### src/rtl/avalon_st_width_down_adapter_if.sv
// Avalon-ST bundle for the 32-bit to 8-bit width adapter.
// Carries the wide input stream and the byte output stream.
interface avalon_st_width_down_adapter_if #(
  parameter int SYMBOL_W   = 8,
  parameter int IN_SYMBOLS = 4,
  parameter int EMPTY_W    = 2,
  parameter int ERROR_W    = 6
);
  localparam int DATA_W = SYMBOL_W * IN_SYMBOLS;

  logic                in_ready;
  logic                in_valid;
  logic [DATA_W-1:0]   in_data;
  logic [ERROR_W-1:0]  in_error;
  logic                in_startofpacket;
  logic                in_endofpacket;
  logic [EMPTY_W-1:0]  in_empty;

  logic                out_ready;
  logic                out_valid;
  logic [SYMBOL_W-1:0] out_data;
  logic [ERROR_W-1:0]  out_error;
  logic                out_startofpacket;
  logic                out_endofpacket;

  modport slave (
    output in_ready,
    input  in_valid, in_data, in_error,
    input  in_startofpacket, in_endofpacket, in_empty,
    input  out_ready,
    output out_valid, out_data, out_error,
    output out_startofpacket, out_endofpacket
  );

  modport master (
    input  in_ready,
    output in_valid, in_data, in_error,
    output in_startofpacket, in_endofpacket, in_empty,
    output out_ready,
    input  out_valid, out_data, out_error,
    input  out_startofpacket, out_endofpacket
  );
endinterface

### src/rtl/avalon_st_width_down_adapter.sv
// Avalon-ST width down adapter: one 4-symbol beat in,
// one symbol per cycle out, MSB symbol first.
module avalon_st_width_down_adapter #(
  parameter int SYMBOL_W   = 8,
  parameter int IN_SYMBOLS = 4,
  parameter int EMPTY_W    = 2,
  parameter int ERROR_W    = 6
) (
  input logic clk,
  input logic reset_n,
  avalon_st_width_down_adapter_if.slave st
);
  localparam int DATA_W = SYMBOL_W * IN_SYMBOLS;
  localparam logic [EMPTY_W-1:0] LAST_SYM =
    EMPTY_W'(IN_SYMBOLS - 1);

  typedef enum logic {S_IDLE, S_BUSY} state_e;

  state_e              state_q, state_d;
  logic [DATA_W-1:0]   data_q, data_d;
  logic [ERROR_W-1:0]  err_q, err_d;
  logic                sop_q, sop_d;
  logic                eop_q, eop_d;
  logic [EMPTY_W-1:0]  last_q, last_d;
  logic [EMPTY_W-1:0]  idx_q, idx_d;

  logic                busy;
  logic                is_last;
  logic                out_fire;
  logic                accept;
  logic [SYMBOL_W-1:0] sym;

  assign busy     = (state_q == S_BUSY);
  assign is_last  = (idx_q == last_q);
  assign out_fire = busy && st.out_ready;
  assign accept   = st.in_valid && st.in_ready;

  // A new beat may enter while idle or as the last symbol leaves.
  assign st.in_ready =
    reset_n && (!busy || (out_fire && is_last));

  // Select the held symbol at idx, symbol 0 at the MSB end.
  always_comb begin
    sym = '0;
    for (int i = 0; i < IN_SYMBOLS; i++) begin
      if (idx_q == EMPTY_W'(i)) begin
        sym = data_q[(IN_SYMBOLS-1-i)*SYMBOL_W +: SYMBOL_W];
      end
    end
  end

  // Next state: load on accept, else step through symbols.
  always_comb begin
    state_d = state_q;
    data_d  = data_q;
    err_d   = err_q;
    sop_d   = sop_q;
    eop_d   = eop_q;
    last_d  = last_q;
    idx_d   = idx_q;
    if (accept) begin
      state_d = S_BUSY;
      data_d  = st.in_data;
      err_d   = st.in_error;
      sop_d   = st.in_startofpacket;
      eop_d   = st.in_endofpacket;
      last_d  = st.in_endofpacket ?
                LAST_SYM - st.in_empty : LAST_SYM;
      idx_d   = '0;
    end else if (out_fire) begin
      if (is_last) begin
        state_d = S_IDLE;
      end else begin
        idx_d = idx_q + 1'b1;
      end
    end
  end

  // State registers with synchronous active-low reset.
  always_ff @(posedge clk) begin
    if (!reset_n) begin
      state_q <= S_IDLE;
      data_q  <= '0;
      err_q   <= '0;
      sop_q   <= 1'b0;
      eop_q   <= 1'b0;
      last_q  <= '0;
      idx_q   <= '0;
    end else begin
      state_q <= state_d;
      data_q  <= data_d;
      err_q   <= err_d;
      sop_q   <= sop_d;
      eop_q   <= eop_d;
      last_q  <= last_d;
      idx_q   <= idx_d;
    end
  end

  assign st.out_valid = busy;
  assign st.out_data  = busy ? sym : '0;
  assign st.out_error = busy ? err_q : '0;
  assign st.out_startofpacket =
    busy && sop_q && (idx_q == '0);
  assign st.out_endofpacket =
    busy && eop_q && is_last;
endmodule

### src/flat_wrapper.sv
// flat-port wrapper written by rule: the top's interface ports become plain ports
module avalon_st_width_down_adapter_flat 
#(
  parameter int SYMBOL_W   = 8,
  parameter int IN_SYMBOLS = 4,
  parameter int EMPTY_W    = 2,
  parameter int ERROR_W    = 6
)
  (clk, reset_n, st_in_ready, st_in_valid, st_in_data, st_in_error, st_in_startofpacket, st_in_endofpacket, st_in_empty, st_out_ready, st_out_valid, st_out_data, st_out_error, st_out_startofpacket, st_out_endofpacket);
  avalon_st_width_down_adapter_if #(.SYMBOL_W(SYMBOL_W), .IN_SYMBOLS(IN_SYMBOLS), .EMPTY_W(EMPTY_W), .ERROR_W(ERROR_W)) st_i ();
  input logic clk;
  input logic reset_n;
  output wire logic [$bits(st_i.in_ready)-1:0] st_in_ready;
  input wire logic [$bits(st_i.in_valid)-1:0] st_in_valid;
  input wire logic [$bits(st_i.in_data)-1:0] st_in_data;
  input wire logic [$bits(st_i.in_error)-1:0] st_in_error;
  input wire logic [$bits(st_i.in_startofpacket)-1:0] st_in_startofpacket;
  input wire logic [$bits(st_i.in_endofpacket)-1:0] st_in_endofpacket;
  input wire logic [$bits(st_i.in_empty)-1:0] st_in_empty;
  input wire logic [$bits(st_i.out_ready)-1:0] st_out_ready;
  output wire logic [$bits(st_i.out_valid)-1:0] st_out_valid;
  output wire logic [$bits(st_i.out_data)-1:0] st_out_data;
  output wire logic [$bits(st_i.out_error)-1:0] st_out_error;
  output wire logic [$bits(st_i.out_startofpacket)-1:0] st_out_startofpacket;
  output wire logic [$bits(st_i.out_endofpacket)-1:0] st_out_endofpacket;
  assign st_in_ready = st_i.in_ready;
  assign st_i.in_valid = st_in_valid;
  assign st_i.in_data = st_in_data;
  assign st_i.in_error = st_in_error;
  assign st_i.in_startofpacket = st_in_startofpacket;
  assign st_i.in_endofpacket = st_in_endofpacket;
  assign st_i.in_empty = st_in_empty;
  assign st_i.out_ready = st_out_ready;
  assign st_out_valid = st_i.out_valid;
  assign st_out_data = st_i.out_data;
  assign st_out_error = st_i.out_error;
  assign st_out_startofpacket = st_i.out_startofpacket;
  assign st_out_endofpacket = st_i.out_endofpacket;
  avalon_st_width_down_adapter #(.SYMBOL_W(SYMBOL_W), .IN_SYMBOLS(IN_SYMBOLS), .EMPTY_W(EMPTY_W), .ERROR_W(ERROR_W)) u_core (.clk(clk), .reset_n(reset_n), .st(st_i));
endmodule
### config.mk
export PLATFORM = sky130hd
export DESIGN_NAME = avalon_st_width_down_adapter_flat
export DESIGN_NICKNAME = d
export VERILOG_FILES = /design/src/rtl/avalon_st_width_down_adapter_if.sv /design/src/rtl/avalon_st_width_down_adapter.sv /design/src/flat_wrapper.sv
export SDC_FILE = /design/constraint.sdc
export NUM_CORES = 1
export LEC_CHECK = 0
export CAP_MARGIN = 15
export CORE_AREA = 2 2 80 120
export DETAILED_ROUTE_END_ITERATION = 12
export DIE_AREA = 0 0 82 122
export SYNTH_ARGS = -nofsm -noshare
export SYNTH_HDL_FRONTEND = slang
export SYNTH_SLANG_ARGS = --single-unit
### constraint.sdc
create_clock -name clk -period 1.55 [get_ports clk]
set_input_delay 0.155 -clock clk [delete_from_list [all_inputs] [get_ports clk]]
set_output_delay 0.155 -clock clk [all_outputs]
set_load 0.05 [all_outputs]
# Word level (Yosys, flattened, before mapping)
# Index checks and enable logic that the tools add are counted.
[totals]
ff_bits = 45
out_inout_bits = 18
[classes]
addsub = 2
bitwise = 2
n_mux = 10
n_eq_ne = 4
reduce_logical = 16
[op_table]
columns = ["cell", "count"]
rows = [
  ["$mux W8", 5],
  ["$logic_and A1 B1 Y1", 8],
  ["$mux W6", 1],
  ["$eq A2 B2 Y1 const B", 2],
  ["$reduce_and A2 Y1", 2],
  ["$reduce_bool A2 Y1", 2],
  ["$mux W1", 3],
  ["$add A2 B1 Y2 const B", 1],
  ["$eq A2 B1 Y1 const B", 1],
  ["$eq A2 B2 Y1", 1],
  ["$logic_not A2 Y1", 1],
  ["$mux W2", 1],
  ["$not A1 Y1", 2],
  ["$reduce_or A2 Y1", 1],
  ["$sub A2 B2 Y2 const A", 1],
  ["$logic_not A1 Y1", 1],
  ["$logic_or A1 B1 Y1", 1],
]

# Logic depth before layout (Yosys ltp)
[depth]
word_depth = 7
depth_mapped = 7
depth_no_buf = 6

# Least setup slack after synthesis
# OpenSTA, ideal clock, no wires.
[synth_timing]
path_kind = "register to output"
start = "reg u_core.state_q, in the netlist u_core.st.out_valid"
end = "out st_out_data[0]"
arrival_ns = 2.253
stages_incl_launch_ff = 4
slack_ns = -0.858
cell_sequence = "dfxtp_1 clkbuf_1 nand2b_1 o21ai_0"
[synth_via]
elab_chain_cells = 1
[synth_lines]
columns = ["item", "line", "rtl"]
rows = [
  ["start: declaration", "avalon_st_width_down_adapter.sv:19", "state_e state_q, state_d;"],
  ["start signal: assignment", "avalon_st_width_down_adapter.sv:90", "state_q <= state_d;"],
  ["$mux W8", "avalon_st_width_down_adapter.sv:101", "assign st.out_data = busy ? sym : '0;"],
  ["end: declaration", "flat_wrapper.sv:22", "output wire logic [$bits(st_i.out_data)-1:0] st_out_data;"],
]
# No other way between the ends.

# Worst setup path in the final report
[layout_timing]
start = "reg u_core.idx_q[0]"
end = "out st_out_data[2]"
[layout_via]
elab_chain_cells = 6
elab_cells_between_ends = 9
[layout_lines]
columns = ["item", "line", "rtl"]
rows = [
  ["start: declaration", "avalon_st_width_down_adapter.sv:25", "logic [EMPTY_W-1:0] idx_q, idx_d;"],
  ["start signal: assignment", "avalon_st_width_down_adapter.sv:96", "idx_q <= idx_d;"],
  ["$logic_not A2 Y1", "avalon_st_width_down_adapter.sv:46", "if (idx_q == EMPTY_W'(i)) begin"],
  ["$mux W8 (3 in a row)", "avalon_st_width_down_adapter.sv:46", ""],
  ["$mux W8 (*)", "avalon_st_width_down_adapter.sv:46", ""],
  ["$mux W8 (*)", "avalon_st_width_down_adapter.sv:101", ""],
]
# Mark *: on every way between the ends. The rest lies on a longest branch, timed or not.

==> results by stage <==
Clock tree:
- CTS built an H-tree with a depth of 2.
- TritonCTS built the clock tree.
- The clock transition time at the flip-flop clock pins of the worst setup and hold paths is 0.06 ns.
- The clock latency at the later pin of the worst-skew pair is 0.29 ns.
- The number of buffers inserted during clock tree synthesis is 5.
- The number of clock sinks is 45.
- The clock root buffer is clkbuf_16.
- The number of buffers on the longest clock path is 2.
- The cts-stage hold buffer count is 0.

Critical path:
- The worst setup path is launched from a flip-flop.
- For the worst setup path, the data arrival time is 1.71 ns.
- STA classifies the critical path endpoint as a primary output.
- At the worst endpoint, the required time is 1.39 ns.
- The kind of critical path is reg2out.
- The worst reg2reg path depth is 9.
- In this run the critical register-to-register path is launched from u_core.idx_q[0]$_SDFFE_PP0P_.
- The reg-to-reg endpoint is u_core.err_q[5]$_SDFFE_PN0P_.
- The maximum fanout along the worst path is 8.
- The worst register-to-register path has a setup slack of -0.14 ns.

Timing:
- For the finished layout, the period the worst path requires is 1.860 ns.
- The share of the clock period used by the worst path is 1.200.
- Setup repair after global routing could not meet its margin everywhere.
- After routing, the total negative slack on setup checks comes to -4.958 ns.
- The final number of hold-violating endpoints is 0.
- Derived from the worst setup path, the maximum achievable clock frequency is 0.5376 GHz.
- The final setup violation count is 52.
- For the pin with the worst max-slew slack, the measured transition is 0.2714 ns.
- The number of slew-limit violations in the final report came to 0.
- The final setup skew is 0.006273 ns.
- The worst max-slew margin expressed relative to the limit is 0.8139.
- Across all setup checks in the final design, the least slack found is -0.3102 ns.

Placement:
- At the end of routability-driven placement, the weighted congestion stood at 0.8020.
- The placed cell area is 0.003242 mm^2.
- Input and output buffers added on the ports amount to 63.
- Detailed placement finished with a half-perimeter wire length of 4.369 mm.

Detailed routing:
- The routed via count is 2,197.
- The number of optimization iterations in the first detailed-route pass is 4.
- In the routed layout, each cell is associated on average with a via count of 4.725.
- The number of routed nets with antenna violations is 0.
- In the routed design, unresolved DRC markers number 0.
- For this block, the routed nets add up to 7.291 mm of wire.
- The DRC marker count from the first detailed-route iteration is 116.
- Dividing the detail-routed wire length by the instance count gives 15.68 um.

Power:
- The leakage power summed over all cells is 0.001473 uW.
- Dividing total power by cell area gives a power density of 837.9 mW/mm^2.
- The worst-case IR drop observed on VDD is 0.4198 mV.

Logic synthesis:
- Of the total synthesized cell area, the portion taken by full adders, half adders and majority gates is 0.02298.
- The area share of xor/xnor cells in the synthesized design is 0.01206.
- The number of nets in the synthesized netlist is 321.
- Of the total synthesized cell area, the portion taken by AND, OR, NAND and NOR gates is 0.2688.
- After synthesis, the mean cell area works out to 8.038 um^2.
- After synthesis, the largest family of logic cells by area is simple AND/OR/NAND/NOR gates.
- The portion of synthesized area spent on multiplexers is 0.04136.
- By area the synthesized netlist is led by dfxtp_1 41%, nand2_1 9.8%, nand3_1 9.6%.
- The synthesized netlist cell count is 271.
- The register bit total from synthesis is 45.
- In this run the cell area of the synthesized design comes to 0.002178 mm^2.
- Counting distinct cell types in the post-synthesis netlist gives 26.
- The compound-cell area share of the yosys netlist was 0.1746.
- Of the post-synthesis cell area, the dominant cell type holds 0.4136.
- The share of the yosys chip area belonging to registers is 0.4136.
- dfxtp_1 takes more of the synthesized area than any other cell.
- The count of synthesis-stage warnings from yosys is 0.

Hold path:
- The depth of the worst hold-timing path is 3.
- The hold-critical path endpoint is u_core.err_q[2]$_SDFFE_PN0P_.
- The worst hold path belongs to the class in2reg.
- The worst hold path begins at reset_n.

Die:
- The total area inside the core boundary comes to 0.009039 mm^2.
- The die is 122 um tall.
- The die is 82 um wide.
- After floorplanning, the core was divided into 43 placement rows.
- For this configuration, the core starts out at a cell density of 0.2410.
- For this design the top-level I/O count stands at 64.
- The die footprint is 0.01000 mm^2.

Run status:
- The flow ran to the end, but the final reports show violations.
- The final reports fail on setup timing.

Layout:
- The layout filler cell count is 843.
- The synthesis-to-finish area growth is 79.38%.
- The repair_antennas step left the layout with diodes totalling 0.
- The number of nets in the layout is 402.
- After routing the design area is 0.003908 mm^2.
- At the end of the flow the core is filled with cells to 0.4323.
- In the final layout, the share of cells above drive strength 1 is 0.3456.

Global routing:
- The via count of the first global-routing pass is 2,210.
- The initial antenna violation count is 0.
- Entering global routing, the biggest net connects 67 pins.
- The global route total overflow is 0.
- The global-route total usage across every layer is 0.1456.
- The first-pass GRT wire length is 11.00 mm.

Job:
- The number of violations of the max-capacitance limit is 0.
what timing repair did:
item,in CTS,in global routing
gates cloned,4,2
setup endpoints to repair,48,55
pin swaps,17,3
gates resized for setup,67,3
buffers inserted,8,6
final cells by class:
cell class	count	area (um^2)	share of cell area
clock inverters	1	7.507	0.001921
flip-flops and latches	45	907.1	0.2321
well taps	112	140.1	0.03586
multi-input cells	198	1415	0.3622
clock buffers	7	132.6	0.03394
repair buffers	99	1291	0.3305
inverters	3	13.76	0.003522
stage by stage:
stage,hold WS [ns],worst slack [ns],power [uW],cells
after floorplan,0.2760,0.004881,1704,271
after global placement,0.4338,-0.1351,1997,438
after detailed placement,0.4380,-0.1940,2006,438
after CTS,0.1941,-0.2365,3238,457
after global routing,0.2071,-0.3864,3424,465
final,0.1922,-0.3102,3274,465
kinds of logic (layout without fill, tap and decap cells):
logic type,count (synthesis),after routing
AND/OR/NAND/NOR,120,120
AO/OA/AOI/OAI,62,62
flip-flops,45,45
buffers and inverters,28,110
multiplexers,9,9
adder cells (fa/ha/maj),4,4
XOR/XNOR,3,3
critical path, cell delays in order, from the launching register on:
cell and delay, ns:
dfxtp_2 0.34, buf_6 0.12, ha_4 0.18, buf_12 0.15
o21ai_2 0.15, mux2i_1 0.13, o21ai_4 0.18, buf_12 0.16
cell usage after synthesis (all sizes together):
| cell | number |
|---|---|
| nand2 | 57 |
| o21ai | 56 |
| nand3 | 50 |
| dfxtp | 45 |
| clkbuf | 18 |
| mux2i | 9 |
| buf | 7 |
| and2 | 6 |
| ha | 4 |
| inv | 3 |
| and3 | 2 |
| nor3b | 2 |
| o211a | 2 |
| xor2 | 2 |
| a21boi | 1 |
| nand2b | 1 |
| nor2 | 1 |
| nor2b | 1 |
| o211ai | 1 |
| o21a | 1 |
| o32ai | 1 |
| xnor2 | 1 |
how the worst max path moves through the flow:
stage	slack [ns]	start	to
after global placement	-0.14	u_core.idx_q[0]$_SDFFE_PP0P_	st_out_data[0]
after CTS	-0.24	u_core.idx_q[0]$_SDFFE_PP0P_	st_out_data[5]
after detailed placement	-0.19	u_core.idx_q[0]$_SDFFE_PP0P_	st_out_data[1]
after floorplan	0.005	u_core.idx_q[0]$_SDFFE_PP0P_	st_out_data[6]
final	-0.31	u_core.idx_q[0]$_SDFFE_PP0P_	st_out_data[2]
after global routing	-0.39	u_core.idx_q[0]$_SDFFE_PP0P_	st_out_data[2]
report_power, final:
group          switching (uW)  leakage (uW)  internal (uW)  total, uW
clock                     424     0.0000641            598       1020
combinational             433       0.00104            498        932
sequential               71.7      0.000372           1250       1320
total                     929       0.00147           2350       3270
sequential cells by signal, indices dropped and copies added, names as in the netlist:
name,cells
u_core.sop_q,1
u_core.idx_q,2
u_core.last_q,2
u_core.err_q,6
u_core.eop_q,1
u_core.data_q,32
u_core.st.out_valid,1
placed cells by master (no fill, tap or decap), types with 10 or more instances in the layout:
master and count:
clkdlybuf4s50_1 44, nand2_1 52, nand3_1 40, dfxtp_1 42, o21ai_2 11, buf_4 16, nand3_2 10, o21ai_1 34
buf_12 23, o21ai_4 10
per-layer routing:
layer | global-route usage | wire [um] | up-vias
li1 | - | - | 1088
met1 | 0.1589 | 2794 | 1041
met2 | 0.2602 | 3993 | 49
met3 | 0.02148 | 215 | 19
met4 | 0.08229 | 288 | 0
met5 | 0 | 0 | -
(Power assumes the default switching activity.)
